## src/rtl/robot_pkg.sv

```systemverilog
// Shared types and IR remote key codes for the rover mode controller.
package robot_pkg;

    typedef enum logic [1:0] {
        MODE_IDLE = 2'b00,
        MODE_CAM  = 2'b01,
        MODE_IR   = 2'b10
    } mode_t;

    typedef enum logic [1:0] {
        CAM_SEARCH = 2'b00,
        CAM_FOLLOW = 2'b01,
        CAM_PAUSE  = 2'b11
    } cam_state_t;

    typedef enum logic [2:0] {
        DRV_STOP  = 3'b000,
        DRV_LEFT  = 3'b001,
        DRV_RIGHT = 3'b010,
        DRV_FWD   = 3'b011,
        DRV_REV   = 3'b100
    } drive_cmd_t;

    localparam logic [7:0] CODE_CAM    = 8'h0F;
    localparam logic [7:0] CODE_IR     = 8'h13;
    localparam logic [7:0] CODE_IDLE   = 8'h10;
    localparam logic [7:0] CODE_STOP   = 8'h0C;
    localparam logic [7:0] CODE_LEFT   = 8'h14;
    localparam logic [7:0] CODE_RIGHT  = 8'h18;
    localparam logic [7:0] CODE_FWD    = 8'h1B;
    localparam logic [7:0] CODE_REV    = 8'h1F;
    localparam logic [7:0] CODE_SPD_UP = 8'h1A;
    localparam logic [7:0] CODE_SPD_DN = 8'h1E;

endpackage

```

## src/rtl/timeout_counter.sv

```systemverilog
// Counts enabled cycles; expired flags the cycle on which the LIMIT-th enabled cycle is reached.
// LIMIT=0 disables the counter entirely. RELOAD restarts counting after each expiry instead of holding.
module timeout_counter #(
    parameter int LIMIT  = 16,
    parameter bit RELOAD = 1'b0
) (
    input  logic clk_50,
    input  logic rst_n,
    input  logic clear,
    input  logic enable,
    output logic expired
);

    generate
        if (LIMIT == 0) begin : g_off
            assign expired = 1'b0;
        end else begin : g_cnt
            localparam int W = $clog2(LIMIT + 1);
            logic [W-1:0] cnt_reg;

            assign expired = enable && !clear && (cnt_reg >= W'(LIMIT - 1));

            // Without RELOAD the count saturates at LIMIT so expired stays asserted until cleared.
            always_ff @(posedge clk_50 or negedge rst_n) begin
                if (!rst_n) begin
                    cnt_reg <= '0;
                end else if (clear || (RELOAD && expired)) begin
                    cnt_reg <= '0;
                end else if (enable && (cnt_reg < W'(LIMIT))) begin
                    cnt_reg <= cnt_reg + 1'b1;
                end
            end
        end
    endgenerate

endmodule

```

## src/rtl/robot_mode_ctrl.sv

```systemverilog
// Rover mode controller: IDLE / CAM-follow / IR-remote arbitration with registered drive outputs.
// Optional macro SEARCH_SWEEP_EN: SEARCH alternates RIGHT/LEFT every SWEEP_CYCLES instead of always RIGHT.
module robot_mode_ctrl
    import robot_pkg::*;
#(
    parameter int NUM_SPEEDS   = 3,
    parameter int LOST_CYCLES  = 2_500_000,
    parameter int IR_TIMEOUT   = 50_000_000,
    parameter int SWEEP_CYCLES = 25_000_000,
    localparam int SPD_W       = $clog2(NUM_SPEEDS)
) (
    input  logic             clk_50,
    input  logic             rst_n,
    input  logic             ir_valid,
    input  logic [7:0]       ir_code,
    input  logic             target_seen,
    input  logic [1:0]       cam_dir,
    input  logic [SPD_W-1:0] cam_speed,
    output logic [1:0]       mode,
    output logic [1:0]       cam_state,
    output logic [2:0]       drive_cmd,
    output logic [SPD_W-1:0] drive_speed,
    output logic             mode_change
);

    localparam logic [SPD_W-1:0] SPD_MAX = SPD_W'(NUM_SPEEDS - 1);

    mode_t            mode_reg, mode_next;
    cam_state_t       cam_state_reg, cam_state_next;
    drive_cmd_t       drive_cmd_reg, drive_cmd_next;
    drive_cmd_t       ir_cmd_reg, ir_cmd_next;
    drive_cmd_t       search_cmd;
    logic [SPD_W-1:0] drive_speed_reg, drive_speed_next;
    logic [SPD_W-1:0] ir_speed_reg, ir_speed_next;
    logic             mode_change_reg, mode_change_next;
    logic             lost_expired, wd_expired;

    timeout_counter #(.LIMIT(LOST_CYCLES), .RELOAD(1'b0)) u_lost (
        .clk_50  (clk_50),
        .rst_n   (rst_n),
        .clear   ((cam_state_reg != CAM_FOLLOW) || target_seen),
        .enable  ((cam_state_reg == CAM_FOLLOW) && !target_seen),
        .expired (lost_expired)
    );

    timeout_counter #(.LIMIT(IR_TIMEOUT), .RELOAD(1'b0)) u_watchdog (
        .clk_50  (clk_50),
        .rst_n   (rst_n),
        .clear   ((mode_reg != MODE_IR) || ir_valid),
        .enable  ((mode_reg == MODE_IR) && !ir_valid),
        .expired (wd_expired)
    );

`ifdef SEARCH_SWEEP_EN
    logic search_stay, sweep_expired, sweep_left_reg, sweep_left_next;

    assign search_stay = (cam_state_reg == CAM_SEARCH) && (cam_state_next == CAM_SEARCH);

    timeout_counter #(.LIMIT(SWEEP_CYCLES), .RELOAD(1'b1)) u_sweep (
        .clk_50  (clk_50),
        .rst_n   (rst_n),
        .clear   (!search_stay),
        .enable  (search_stay),
        .expired (sweep_expired)
    );

    assign sweep_left_next = search_stay && (sweep_left_reg ^ sweep_expired);
    assign search_cmd      = sweep_left_next ? DRV_LEFT : DRV_RIGHT;

    always_ff @(posedge clk_50 or negedge rst_n) begin
        if (!rst_n) sweep_left_reg <= 1'b0;
        else        sweep_left_reg <= sweep_left_next;
    end
`else
    assign search_cmd = DRV_RIGHT;
`endif

    // Mode and CAM sub-state; a mode switch into CAM always lands in SEARCH.
    always_comb begin
        mode_next = mode_reg;
        if (ir_valid) begin
            case (ir_code)
                CODE_CAM:  mode_next = MODE_CAM;
                CODE_IR:   mode_next = MODE_IR;
                CODE_IDLE: mode_next = MODE_IDLE;
                default:   mode_next = mode_reg;
            endcase
        end

        cam_state_next = cam_state_reg;
        if (mode_next != MODE_CAM) begin
            cam_state_next = CAM_PAUSE;
        end else if (mode_reg != MODE_CAM) begin
            cam_state_next = CAM_SEARCH;
        end else begin
            case (cam_state_reg)
                CAM_SEARCH: if (target_seen) cam_state_next = CAM_FOLLOW;
                CAM_FOLLOW: if (lost_expired) cam_state_next = CAM_SEARCH;
                default:    cam_state_next = CAM_SEARCH;
            endcase
        end
    end

    always_comb begin
        ir_cmd_next   = ir_cmd_reg;
        ir_speed_next = ir_speed_reg;
        if (mode_next == MODE_IR) begin
            if (mode_reg != MODE_IR) begin
                ir_cmd_next = DRV_STOP;
            end else if (ir_valid) begin
                case (ir_code)
                    CODE_STOP:   ir_cmd_next = DRV_STOP;
                    CODE_LEFT:   ir_cmd_next = DRV_LEFT;
                    CODE_RIGHT:  ir_cmd_next = DRV_RIGHT;
                    CODE_FWD:    ir_cmd_next = DRV_FWD;
                    CODE_REV:    ir_cmd_next = DRV_REV;
                    CODE_SPD_UP: if (ir_speed_reg < SPD_MAX) ir_speed_next = ir_speed_reg + 1'b1;
                    CODE_SPD_DN: if (ir_speed_reg != '0) ir_speed_next = ir_speed_reg - 1'b1;
                    default:     ir_cmd_next = ir_cmd_reg;
                endcase
            end else if (wd_expired) begin
                ir_cmd_next = DRV_STOP;
            end
        end
    end

    // Drive decode looks at the next mode/sub-state so the motor follows a mode switch immediately.
    always_comb begin
        drive_cmd_next   = DRV_STOP;
        drive_speed_next = '0;
        case (mode_next)
            MODE_CAM: begin
                case (cam_state_next)
                    CAM_SEARCH: drive_cmd_next = search_cmd;
                    CAM_FOLLOW: begin
                        case (cam_dir)
                            2'b01: drive_cmd_next = DRV_LEFT;
                            2'b10: drive_cmd_next = DRV_RIGHT;
                            2'b11: begin
                                drive_cmd_next   = DRV_FWD;
                                drive_speed_next = (cam_speed > SPD_MAX) ? SPD_MAX : cam_speed;
                            end
                            default: drive_cmd_next = DRV_STOP;
                        endcase
                    end
                    default: drive_cmd_next = DRV_STOP;
                endcase
            end
            MODE_IR: begin
                drive_cmd_next   = ir_cmd_next;
                drive_speed_next = ir_speed_next;
            end
            default: begin
                drive_cmd_next   = DRV_STOP;
                drive_speed_next = '0;
            end
        endcase
    end

    assign mode_change_next = (mode_next != mode_reg) || (cam_state_next != cam_state_reg);

    always_ff @(posedge clk_50 or negedge rst_n) begin
        if (!rst_n) begin
            mode_reg        <= MODE_IDLE;
            cam_state_reg   <= CAM_PAUSE;
            drive_cmd_reg   <= DRV_STOP;
            drive_speed_reg <= '0;
            ir_cmd_reg      <= DRV_STOP;
            ir_speed_reg    <= '0;
            mode_change_reg <= 1'b0;
        end else begin
            mode_reg        <= mode_next;
            cam_state_reg   <= cam_state_next;
            drive_cmd_reg   <= drive_cmd_next;
            drive_speed_reg <= drive_speed_next;
            ir_cmd_reg      <= ir_cmd_next;
            ir_speed_reg    <= ir_speed_next;
            mode_change_reg <= mode_change_next;
        end
    end

    assign mode        = mode_reg;
    assign cam_state   = cam_state_reg;
    assign drive_cmd   = drive_cmd_reg;
    assign drive_speed = drive_speed_reg;
    assign mode_change = mode_change_reg;

endmodule
```

## config.mk

```make
export PLATFORM = sky130hd
export DESIGN_NAME = robot_mode_ctrl
export DESIGN_NICKNAME = d
export VERILOG_FILES = /design/src/rtl/robot_pkg.sv /design/src/rtl/timeout_counter.sv /design/src/rtl/robot_mode_ctrl.sv
export SDC_FILE = /design/constraint.sdc
export NUM_CORES = 1
export LEC_CHECK = 0
export ABC_AREA = 1
export ABC_CLOCK_PERIOD_IN_PS = 1700
export CAP_MARGIN = 20
export CORE_UTILIZATION = 54
export CTS_CLUSTER_SIZE = 14
export DETAILED_ROUTE_END_ITERATION = 8
export GPL_ROUTABILITY_DRIVEN = 1
export GPL_TIMING_DRIVEN = 0
export PLACE_DENSITY_LB_ADDON = 0.2
export SYNTH_ARGS = -nofsm -noshare
export SYNTH_HDL_FRONTEND = slang
export SYNTH_SLANG_ARGS = --single-unit
```

## constraint.sdc

```tcl
create_clock -name clk_50 -period 1.7 [get_ports clk_50]
set_input_delay 0.17 -clock clk_50 [delete_from_list [all_inputs] [get_ports clk_50]]
set_output_delay 0.17 -clock clk_50 [all_outputs]
set_load 0.02 [all_outputs]
```

==> flow_summary.toml, run 1 <==
[die]
dieArea_sq_um = 8040
io_pins = 26
die-height_um = 89.6
start_util_pct = 56.6
die_w_um = 89.6
core_sq_um = 7330
rows = 31

[global_route]
grtUsageTotal_pct = 28.4
grt_pass1_wl_um = 17700
grt_remaining_overflow = 0
grt_start_max_net_pins = 64
antenna_found_initial = 0
grt_pass1_vias = 3969

[yosys]
synth_area_leader_cell = "dfrtp_1"
netlist.area_leader.share_pct = 36.8
async_flop_share_pct = 100
avgSynthCellArea_sq_um = 6.96
ys.warnings.count = 0
synthDistinctLibCells = 42
syn_nets = 619
synth.area.top_cells = "dfrtp_1, nand2_1, inv_1"
netlist_area_sq_um = 4150
synthFlopType = "dfrtp_1"
synthTopCellsByCount = "nand2_1, inv_1, nor2_1, dfrtp_1, nand3_1"
synthCells = 596
synth_edf_count = 0
ys_seq_area_share_pct = 38.1
yosysMostFrequentCell = "nand2_1"
ys_ff_latch = 63

[power]
power.total_mw = 3.44
powerDensity_nw_per_um2 = 594
cellLeakagePower_nw = 2.51
vdd_ir_drop_max_mv = 0.428

[placed_design]
io_buffers = 25
dp.final_hpwl_um = 7210
routabilityCongestion = 0.900

[critical_path]
path_max_fanout = 5
crit_type = "flip-flop to flip-flop"
worstSetupEndpointType = "flip-flop"
crit_chain = "nand3_4 > nand2_2 > nand2_1 > nand2_1 > nand2_2 > nand3_4 > buf_8 > nor3_4 > nand3_2 > nand2_1 > nand2_1 > nor2_1"
worst_path_max_delay_cell = "dfrtp_2"
cp-start-kind = "flip-flop"
cp.required_ns = 1.98
slowest_delay_ns = 0.46
cp_data_arrival_time_ns = 2.01
crit_top_cell = "nand2_1"

[clock_network]
htreeDepth = 3
cts_sinks = 63
cts_buffers = 9
clkTransAtPathRegs_ns = 0.08
cts_tree = "done"
clockRootBuffer = "clkbuf_8"
clockBufferDepth = 2
clk_latency_ns = 0.34

[sta]
worst_pin_slew_ns = 0.798
setup-violations-final = 7
max_freq_ghz = 0.578
finalHoldViolations = 0
fin_crit_ns = 1.73
fin_crit_sh_pct = 102
fin_setup_tns_ns = -0.139
layout_setup_ws_ns = -0.0300
max-slew-margin-rel_pct = 46.8
fin_worst_skew_ns = 0.0130
slew_violations = 0
grt_setup_unrepaired = "true"

[drt]
drt-initial-drc-count = 455
drt-met1-wl_um = 5080
wl_per_cell_um = 15.1
drc = 0
via_per_inst = 5.65
wl_met2_um = 5940
top_layer_used = "met4"
dr_wl_met3_um = 779
detail-route-antenna-nets = 0
finalWirelength_um = 12100
vias = 4528
drt_first_pass_iters = 7

[finish]
layout.nets = 721
drive_above_1_share_pct = 35.1
antennaDiodeCount = 0
nFillCells = 427
largest_register_ffs = 26
area_growth_pct = 39.6

[status]
violations = "negative setup slack"
status = "finished, violations left"

[run]
cap_viol_max_count = 0

[hold_path]
hp-class = "primary input to flip-flop"
where the power goes:
part,switching (mW),leakage (nW),internal [mW]
sequential,0.0423,0.838,1.55
clock,0.635,0.0960,0.673
combinational,0.308,1.57,0.236
total,0.985,2.51,2.46
layout make-up:
class	instances	area [sq um]	share of cell area, %
repair buffers	92	790	13.6
well taps	99	124	2.14
plain buffers	6	52.6	0.908
multi-input cells	430	2650	45.8
clock buffers	10	128	2.20
inverters	96	388	6.70
clock inverters	6	61.3	1.06
flip-flops and latches	63	1600	27.6
kinds of logic after synthesis:
group	after synthesis	share of synthesized area, %
fa+ha+maj	7	2.11
xor+xnor	6	1.27
buf+inv	103	9.89
flops	63	38.1
simple gates	339	38.0
compound gates	78	10.7
final timing paths:
check,startpoint,endpoint,slack [ns],cells past startpoint
min in group asynchronous,rst_n,u_lost.g_cnt.cnt_reg[10]$_DFFE_PN0P_,0.45,2
setup reg to reg,u_lost.g_cnt.cnt_reg[7]$_DFFE_PN0P_,u_lost.g_cnt.cnt_reg[19]$_DFFE_PN0P_,-0.03,12
hold reg to reg,ir_cmd_reg[0]$_DFF_PN0_,ir_cmd_reg[0]$_DFF_PN0_,0.53,2
hold / removal,ir_valid,ir_cmd_reg[1]$_DFF_PN0_,0.28,5
max in group asynchronous,rst_n,u_lost.g_cnt.cnt_reg[16]$_DFFE_PN0P_,0.67,2
setup / recovery,u_lost.g_cnt.cnt_reg[7]$_DFFE_PN0P_,u_lost.g_cnt.cnt_reg[19]$_DFFE_PN0P_,-0.03,12
timing repair:
item | in CTS | in global routing
hold endpoints to repair | 61 | 0
gates resized for setup | 78 | 133
hold buffers | 1 | 0
gates cloned | 0 | 1
pin swaps | 29 | 58
setup endpoints to repair | 45 | 57
buffers inserted | 34 | 31
placed cells by master (no fill, tap or decap), drive strengths merged, types with 2 or more instances in the layout:
cell type,netlist,final
a21oi,30,30
xnor2,2,2
ha,7,7
o21bai,2,2
o21ai,32,32
a31oi,3,3
nor4,6,6
nand3,47,47
a211oi,2,2
dfstp,2,2
nand2,145,145
clkinv,0,4
and3,2,2
nor3,24,24
o31ai,5,5
dfrtp,61,61
buf,4,78
nand4,28,28
xor2,4,4
inv,96,96
clkdlybuf4s50,0,14
nor2,83,83
clkbuf,3,14
per-stage QoR:
step | setup slack, ns | area (sq um) | std cells | util, % | hold WS [ns]
after floorplan | -0.140 | 4210 | 596 | - | -0.126
after global placement | -1.63 | 4590 | 720 | 62.6 | 0.492
after detailed placement | -1.10 | 4590 | 720 | 62.6 | 0.314
after CTS | -0.00341 | 5160 | 770 | 70.5 | 0.243
after global routing | -0.142 | 5790 | 802 | 79.0 | 0.319
final | -0.0300 | 5790 | 802 | 79.0 | 0.282
worst max-delay path, delay by kind of cell (launching register included):
family / cells / cell delay (ns)
buf+inv: 1 / 0.17
simple gates: 11 / 1.04
flops: 1 / 0.46
layer usage:
metal  track usage (%)  up-vias
li1                  -     2163
met1              38.4     2097
met2              46.3      228
met3              4.84       40
met4              9.38        0
met5                 0        -
(Power assumes the default switching activity.)
==> inputs of run 2 (changes only) <==
CELL_PAD_IN_SITES_DETAIL_PLACEMENT = 1   (was default)
CELL_PAD_IN_SITES_GLOBAL_PLACEMENT = 2   (was default)
CORE_UTILIZATION = 31   (was 54)
CTS_CLUSTER_SIZE = default   (was 14)
==> run 2 against run 1 <==
- the run still ends with negative setup slack left
- wire length grew 21%
- clock skew shrank 0.0034 ns
- final area grew 9.6%
- combinational power shrank 0.9%
- critical path depth is the same
- critical path type unchanged
- critical endpoint is now u_watchdog.g_cnt.cnt_reg[21]$_DFFE_PN0P_
- largest cell class unchanged
- highest routed layer unchanged
==> flow_summary.toml, run 2 (synthesized netlist as in run 1, its figures left out) <==
[die]
io_pins = 26
rows = 41
die-height_um = 118
dieArea_sq_um = 13800
die_w_um = 118
core_sq_um = 12800
start_util_pct = 32.3

[drt]
drc = 0
wl_per_cell_um = 16.3
detail-route-antenna-nets = 0
drt-initial-drc-count = 190
drt_first_pass_iters = 5
finalWirelength_um = 14600
via_per_inst = 4.99
vias = 4469

[global_route]
grtUsageTotal_pct = 21.0
grt_pass1_wl_um = 23300
grt_pass1_vias = 4694
grt_remaining_overflow = 0
grt_start_max_net_pins = 64
antenna_found_initial = 0

[finish]
final_common_cell = "nand2_1"
largest_register_ffs = 26
antennaDiodeCount = 0
drive_above_1_share_pct = 41.7
layout.nets = 742
final_cell_mix = "nand2_1, buf_4, inv_1"
area_growth_pct = 53.0

[hold_path]
hp-class = "primary input to flip-flop"
min_to = "ir_cmd_reg[0]$_DFF_PN0_"
min_path_cells = 5
hold_path.startpoint = "ir_valid"

[power]
vdd_ir_drop_max_mv = 0.644
power.total_mw = 4.35
pwr-share-comb_pct = 12.4
p_sw_mw = 1.10
p_int_mw = 3.25
clkPwrFrac_pct = 50.7
p_seq_share_pct = 36.9
powerDensity_nw_per_um2 = 685
cellLeakagePower_nw = 2.73
swShare_pct = 25.3

[clock_network]
clkTransAtPathRegs_ns = 0.06
clockRootBuffer = "clkbuf_16"
clockBufferDepth = 2
clk_latency_ns = 0.34
htreeDepth = 3
cts_tree = "done"
cts_sinks = 63
cts_buffers = 9

[critical_path]
rr_startpoint = "u_watchdog.g_cnt.cnt_reg[11]$_DFFE_PN0P_"
r2r-end = "u_watchdog.g_cnt.cnt_reg[21]$_DFFE_PN0P_"
cp-start-kind = "flip-flop"
reg2regPathDepth = 12
crit_type = "flip-flop to flip-flop"
cp.required_ns = 1.94
worstSetupEndpointType = "flip-flop"
rrSetupSlack_ns = -0.07
path_max_fanout = 6
cp_data_arrival_time_ns = 2.01

[status]
violations = "negative setup slack"
status = "finished, violations left"

[sta]
worst_pin_slew_ns = 0.883
slew_violations = 0
fin_crit_sh_pct = 104
fin_setup_tns_ns = -0.447
setup-violations-final = 14
max-slew-margin-rel_pct = 41.2
grt_setup_unrepaired = "true"
max_freq_ghz = 0.565
fin_crit_ns = 1.77
whs_ns = 0.257
layout_setup_ws_ns = -0.0691
fin_worst_skew_ns = 0.00967
finalHoldViolations = 0

[placed_design]
dp.final_hpwl_um = 9140
routabilityCongestion = 0.813
io_buffers = 25

[run]
cap_viol_max_count = 0
[run 2: timing repair]
item | in CTS | in global routing
gates resized for setup | 116 | 136
buffers inserted | 50 | 37
pin swaps | 31 | 46
cloned | 1 | 0
hold endpoints to repair | 58 | 0
setup endpoints to repair | 60 | 58
hold buffers | 1 | 0
[run 2: metal layers]
metal	part of all wire, %	vias to the layer above	wire [um]	track usage, %
met5	0	-	0	0
met2	51	37	7510	36.5
met3	1.6	11	228	3.49
met4	1.3	0	187	6.49
met1	46	2212	6700	26.5
li1	-	2209	-	-
[run 2: layout make-up]
| type | count | area (sq um) |
|---|---|---|
| Fill cell | 1569 | 6480 |
| Multi-Input combinational cell | 430 | 2760 |
| Sequential cell | 63 | 1600 |
| Timing Repair Buffer | 113 | 951 |
| Inverter | 96 | 399 |
| Clock buffer | 10 | 239 |
| Tap cell | 172 | 215 |
| Clock inverter | 6 | 108 |
| Buffer | 6 | 72.6 |
[run 2: worst max path at each step]
stage               cells past startpoint                                     start                                        to
finish                                 12  u_watchdog.g_cnt.cnt_reg[11]$_DFFE_PN0P_  u_watchdog.g_cnt.cnt_reg[21]$_DFFE_PN0P_
global route                           10  u_watchdog.g_cnt.cnt_reg[19]$_DFFE_PN0P_  u_watchdog.g_cnt.cnt_reg[11]$_DFFE_PN0P_
CTS                                    10   u_watchdog.g_cnt.cnt_reg[1]$_DFFE_PN0P_  u_watchdog.g_cnt.cnt_reg[22]$_DFFE_PN0P_
detailed placement                     14                                  ir_valid                  drive_speed[1]$_DFF_PN0_
global placement                        1                                     rst_n  u_watchdog.g_cnt.cnt_reg[23]$_DFFE_PN0P_
floorplan                              16                                ir_code[7]                     mode_change$_DFF_PN0_
[run 2: worst max-delay path: stages (launching register included)]
cell and delay [ns]:
dfrtp_2 0.43, nor2_4 0.13, nor2_2 0.04, nand2_1 0.06, nand2_2 0.07, a21oi_4 0.22, nand2_8 0.12, nor2_4 0.21
nand2_2 0.12, nor2_2 0.11, nand2_1 0.06, nand2_1 0.05, nor2_1 0.04
[run 2: through the flow]
step / util (%) / std cells / setup slack (ns) / instance area, sq um
after CTS: 44.4 / 860 / -0.0526 / 5690
final: 49.5 / 896 / -0.0691 / 6350
after global routing: 49.5 / 896 / -0.182 / 6350
after detailed placement: 36.5 / 793 / -1.17 / 4680
after global placement: 36.5 / 793 / -1.94 / 4680
after floorplan: - / 596 / -0.140 / 4210
[run 2: power groups by stage]
stage	sequential [mW]	combinational (mW)	clock (mW)
global route	1.62	0.603	2.29
CTS	1.60	0.489	2.25
global placement	1.62	0.410	0
floorplan	1.63	0.215	0
finish	1.61	0.539	2.20
detailed placement	1.62	0.426	0
